<file path="src/rtl/div_recon_mul.sv">
// div_recon_mul: sequential shift-and-add multiply-accumulate, res = q*d + r.
// Rebuilds a 2*W-bit dividend from a divider's quotient, divisor and remainder.
// Ports:
//   clk, rst         clock (rising edge), asynchronous active-low reset
//   in_valid/ready   operand handshake; in_ready high only while idle
//   q, d, r          multiplier, multiplicand, addend (W bits each)
//   out_valid/ready  result handshake; res held stable while out_valid
//   res              q*d + r (2*W bits, unsigned)
//   busy             high while computing or holding a result
module div_recon_mul #(
    parameter int unsigned W = 8
) (
    input  logic            clk,
    input  logic            rst,
    input  logic            in_valid,
    output logic            in_ready,
    input  logic [W-1:0]    q,
    input  logic [W-1:0]    d,
    input  logic [W-1:0]    r,
    output logic            out_valid,
    input  logic            out_ready,
    output logic [2*W-1:0] res,
    output logic            busy
);

    localparam int unsigned RW = 2 * W;
    localparam int unsigned CW = (W > 1) ? $clog2(W) : 1;

    localparam logic [1:0] IDLE = 2'd0;
    localparam logic [1:0] CALC = 2'd1;
    localparam logic [1:0] DONE = 2'd2;

    logic [1:0]    state;
    logic [1:0]    state_nxt;
    logic [RW-1:0] acc;
    logic [RW-1:0] mcand;
    logic [W-1:0]  mplier;
    logic [CW-1:0] count;
    logic          accept_c;
    logic          last_c;
    logic [RW-1:0] acc_sum_c;

    // State register
    always_ff @(posedge clk or negedge rst) begin
        if (!rst) begin
            state <= IDLE;
        end else begin
            state <= state_nxt;
        end
    end

    // Next-state and step decode
    always_comb begin
        state_nxt = state;
        accept_c  = 1'b0;
        last_c    = 1'b0;
        case (state)
            IDLE: begin
                if (in_valid) begin
                    accept_c  = 1'b1;
                    state_nxt = CALC;
                end
            end
            CALC: begin
                // Always W iterations; no early exit when mplier runs out of ones
                if (count == CW'(W - 1)) begin
                    last_c    = 1'b1;
                    state_nxt = DONE;
                end
            end
            DONE: begin
                if (out_ready) begin
                    state_nxt = IDLE;
                end
            end
            default: begin
                state_nxt = IDLE;
            end
        endcase
    end

    // Partial-product accumulate for the current multiplier bit
    assign acc_sum_c = mplier[0] ? (acc + mcand) : acc;

    // Shift-and-add datapath; operands captured only at acceptance
    always_ff @(posedge clk or negedge rst) begin
        if (!rst) begin
            acc    <= '0;
            mcand  <= '0;
            mplier <= '0;
            count  <= '0;
        end else if (accept_c) begin
            acc    <= RW'(r);
            mcand  <= RW'(d);
            mplier <= q;
            count  <= '0;
        end else if (state == CALC) begin
            acc    <= acc_sum_c;
            mcand  <= mcand << 1;
            mplier <= mplier >> 1;
            count  <= count + CW'(1);
        end
    end

    // Result latched only on the final iteration, held otherwise
    always_ff @(posedge clk or negedge rst) begin
        if (!rst) begin
            res <= '0;
        end else if (last_c) begin
            res <= acc_sum_c;
        end
    end

    // Status flags registered from the next state so they track state exactly
    always_ff @(posedge clk or negedge rst) begin
        if (!rst) begin
            in_ready  <= 1'b1;
            out_valid <= 1'b0;
            busy      <= 1'b0;
        end else begin
            in_ready  <= (state_nxt == IDLE);
            out_valid <= (state_nxt == DONE);
            busy      <= (state_nxt != IDLE);
        end
    end

endmodule

</file>
<file path="config.mk">
export PLATFORM = sky130hd
export DESIGN_NAME = div_recon_mul
export DESIGN_NICKNAME = d
export VERILOG_FILES = /design/src/rtl/div_recon_mul.sv
export SDC_FILE = /design/constraint.sdc
export NUM_CORES = 1
export LEC_CHECK = 0
export CAP_MARGIN = 30
export CORE_UTILIZATION = 50
export CTS_CLUSTER_SIZE = 40
export DETAILED_ROUTE_END_ITERATION = 10
export PLACE_DENSITY_LB_ADDON = 0.2
export SLEW_MARGIN = 5
export SYNTH_ARGS = -nofsm -noshare
export SYNTH_HDL_FRONTEND = slang
export SYNTH_SLANG_ARGS = --single-unit
</file>
<file path="constraint.sdc">
create_clock -name clk -period 2.5 [get_ports clk]
set_input_delay 0.375 -clock clk [delete_from_list [all_inputs] [get_ports clk]]
set_output_delay 0.375 -clock clk [all_outputs]
set_load 0.01 [all_outputs]
</file>
* Word level (Yosys, flattened, before mapping) *
Cells that the tools add are included.

operators by class
  add/sub/neg operators = 2
  equality and inequality tests = 4
  muxes and demuxes = 17
  reduce and logical (&&, ||, !) cells = 4

operators with widths
  cell                                                              count
  16-bit two-way mux                                                5
  16-bit adder                                                      1
  8-bit two-way mux                                                 2
  2-bit two-way mux                                                 3
  3-bit two-way mux                                                 2
  2-bit case mux with 3 select lines                                1
  2-bit == test (second input constant)                             2
  2-bit zero test                                                   2
  1-bit two-way mux                                                 4
  2-bit nonzero test                                                2
  3-bit by 1-bit adder with 3-bit output (second input constant)    1
  3-bit == test (second input constant)                             1
  2-bit by 1-bit == test with 1-bit output (second input constant)  1

word-level totals
  register bits after elaboration = 64
  input port bits = 28
  output and inout port bits = 19
  word-level logic and storage cells = 36

* Longest topological paths before layout *
  word-level depth = 4
  depth in mapped cells = 8
  mapped depth without buffers = 8

* Least setup slack after synthesis *
OpenSTA, ideal clock, no wires.

  kind = flip-flop to flip-flop
  from = reg acc[0]
  to = reg res[12]
  library setup time = 0.124 ns
  arrival = 2.331 ns
  data required time = 2.376 ns
  setup slack = 0.045 ns
  cell stages (with the launch flop) = 9
  path buffers = 0
  clock period less this slack = 2.455 ns
  cells stage by stage = dfrtp_1 > ha_1 > fa_1 > a21o_2 > a311oi_2 > nor3_2 > a311oi_4 > mux2i_1 > a211o_1

between the ends
  cells in the longest elaborated chain, start to end = 2

RTL lines
  element                 RTL line  RTL
  start, declared         35        logic [RW-1:0] acc;
  start signal, assigned  93        acc <= RW'(r);
  start signal, assigned  98        acc <= acc_sum_c;
  16-bit adder            83        assign acc_sum_c = mplier[0] ? (acc + mcand) : acc;
  16-bit two-way mux      83
  end signal, assigned    110       res <= acc_sum_c;
  end, declared           22        output logic [2*W-1:0] res,

Every way passes these cells.
A chain may end at the register's enable or synchronous reset.

* Final worst setup path *
  from = reg acc[0]
  to = reg acc[12]

between the ends
  cells in the longest elaborated chain, start to end = 4

RTL lines
  element             RTL line  RTL
  16-bit adder        83
  16-bit two-way mux  83
  16-bit two-way mux  97        end else if (state == CALC) begin
  16-bit two-way mux  92        end else if (accept_c) begin

Every way passes these cells. The select of a mux whose other input is x is not followed.

==> impl_metrics.yaml <==
floorplan:
  start_util_pct: 51.8
  dieArea_mm2: 0.00742
  die_h_um: 86.1
  rows: 30
  ios: 47
  core_area_mm2: 0.00683
  die_w_um: 86.1
routing:
  first_pass_iters: 5
  wl_um: 8940
  vias: 3093
  detail_route.iter0.violations: 262
  ant_nets: 0
  route.detailed.drc: 0
  viasPerCell: 5.87
  drt-wirelength-per-cell_um: 17.0
yosys:
  synth_warnings: 0
  avgSynthCellArea_um2: 9.62
  synth.most_common_cell: "dfrtp_1"
  synth.top_cell.area_share_pct: 44.6
  yosys_most_used_dff: "dfrtp_1"
  yosysUniqueCellTypes: 48
  synth_area_leaders: "dfrtp_1 45%, a21oi_1 6.4%, o22ai_1 6.2%"
  synth.net_count: 414
  synth_seq_cells: 64
  yosysSeqAreaShare_pct: 45.3
  synth_area_leader_cell: "dfrtp_1"
  async_reset_ff_share_pct: 100
  syn-instance-count: 368
  synthesis.area_mm2: 0.00354
  synth_edf_count: 0
  synthTopCellsByCount: "63 x dfrtp_1, 45 x a21oi_1, 35 x o22ai_1"
clock_tree:
  cts_tree: "built"
  clk_latency_ns: 0.35
  htreeDepth: 3
  path_clk_slew_ns: 0.08
  clock_path_buffers: 2
  cts_made_buffers: 9
  cts_setup_buffers: 0
  cts_root_buf: "clkbuf_8"
  cts.sinks: 64
sta:
  final_hold_viol_count: 0
  fin_worst_skew_ns: 0.0104
  setup_ws_ns: 0.122
  fin_hold_ws_ns: 0.0617
  max_slew.worst_pin.slew_ns: 0.683
  setup-violations-final: 0
  fin_crit_sh_pct: 95.1
  drv_slew: 0
  max_freq_mhz: 420
  period_minus_slack_ns: 2.38
  max_slew_margin_pct: 54.5
job:
  cap_violations: 0
cells_and_area:
  area_growth_pct: 27.2
  n_antenna_cell: 0
  fin_area_mm2: 0.00450
  drive_above_1_share_pct: 12.3
  area.sequential_mm2: 0.00160
  nFillCells: 574
  layout.cells.non_filler: 527
  multiInputGateArea_mm2: 0.00185
  final_nets: 472
grt:
  grt.overflow.total: 0
  grt_pass1_wl_um: 15100
  antenna_found_initial: 0
  grt_pass1_vias: 3021
  track_usage_pct: 26.7
  grt_max_degree: 36
critical_path:
  critPathArrivalTime_ns: 2.61
  r2r-start: "acc[0]$_DFFE_PN0P_"
  crit_required_ns: 2.73
  worstSetupPathType: "flip-flop to flip-flop"
  worst_setup_path_start_kind: "flip-flop"
  r2r_end: "acc[12]$_DFFE_PN0P_"
  ff2ff_path_depth: 9
  crit_path_end_kind: "flip-flop"
  r2r_setup_slack_ns: 0.12
  crit_path_max_fanout: 3
placement:
  place_area_mm2: 0.00422
  dp_cells: 511
  pre_cts_slack_ns: -0.0209
  post-dp-hpwl_um: 6500
  globalplace.congestion: 0.934
  numPortBuffers: 46
outcome:
  outcome: "finished clean"
hold_path:
  hold_class: "primary input to asynchronous set/reset pin"
power:
  power_w: 0.00710
  power_density_mw_per_mm2: 1580
  ir_drop_mv: 0.623
  leakagePower_nw: 2.01
[state kept, by name, summed over array words and instances, names as in the netlist]
name and cells:
mcand 16, out_valid 1, res 16, busy 1
acc 16, state 2, mplier 8, in_ready 1
count 3
[worst max path at each step]
stage | from | to | slack, ns
5_1_grt | mcand[3]$_DFFE_PN0P_ | res[13]$_DFFE_PN0P_ | -0.01
4_1_cts | acc[0]$_DFFE_PN0P_ | acc[12]$_DFFE_PN0P_ | 0.06
3_3_place_gp | acc[0]$_DFFE_PN0P_ | acc[12]$_DFFE_PN0P_ | 0.01
3_5_place_dp | acc[0]$_DFFE_PN0P_ | acc[12]$_DFFE_PN0P_ | -0.02
2_1_floorplan | acc[0]$_DFFE_PN0P_ | res[12]$_DFFE_PN0P_ | 0.05
6_report | acc[0]$_DFFE_PN0P_ | acc[12]$_DFFE_PN0P_ | 0.12
[per-layer routing]
layer  GRT usage (%)  wire (um)  vias to the layer above
met5               0          0                        -
met4            11.1        132                        0
met3            4.33        375                       13
met2            40.0       4100                       93
met1            38.5       4330                     1477
li1                -          -                     1510
[critical path, cell delays in order, from the launching register on]
cell	delay, ns
dfrtp_1	0.39
ha_2	0.20
fa_2	0.33
a21o_2	0.24
a311oi_4	0.38
nor3_4	0.08
a311oi_4	0.24
buf_4	0.16
xor2_1	0.12
o21ai_0	0.10
[through the flow]
stage | utilization (%) | TNS [ns]
detailed placement | 61.7 | -0.0410
CTS | 65.4 | 0
finish | 65.9 | 0
floorplan | - | 0
global route | 65.9 | -0.0149
global placement | 61.7 | 0
[logic make-up (layout without fill, tap and decap cells)]
kind of cell	count (synthesis)	count (layout)	synth area share, %
AOI/OAI and AO/OA	161	161	29.5
xor gates and xnor gates	12	12	2.97
adders and majority gates	18	18	6.58
buffers and inverters	32	95	3.54
DFF	64	64	45.3
muxes	10	10	2.83
and+or+nand+nor	71	71	9.33
[area by class of cell]
cell class                 instances  share of cell area (%)
tap                               96                    2.67
timing repair buffer              70                    14.4
multi-input combinational        272                    41.1
clock buffer                       9                    2.75
inverter                           9                   0.751
clock inverter                     7                    2.67
sequential                        64                    35.6
[where the power goes]
| group | switching, W | internal [W] |
|---|---|---|
| logic | 0.00221 | 0.00186 |
| clock network | 0.000435 | 0.000664 |
| registers | 0.000398 | 0.00153 |
[placed cells by master (no fill, tap or decap), types with 10 or more instances in the layout]
| master | netlist | routed |
|---|---|---|
| dfrtp_1 | 63 | 63 |
| a21oi_1 | 45 | 45 |
| clkdlybuf4s50_1 | 0 | 45 |
| o22ai_1 | 35 | 35 |
| nand2_1 | 34 | 34 |
| o21ai_0 | 27 | 27 |
| buf_4 | 0 | 23 |
| ha_1 | 17 | 16 |
| a22o_1 | 10 | 10 |
| mux2i_1 | 10 | 10 |
[repair_timing]
item	4_1_cts	5_1_grt
resized for setup	1	7
pin swaps	1	4
setup endpoints to repair	2	10
hold buffers	0	0
(Power assumes the default switching activity.)
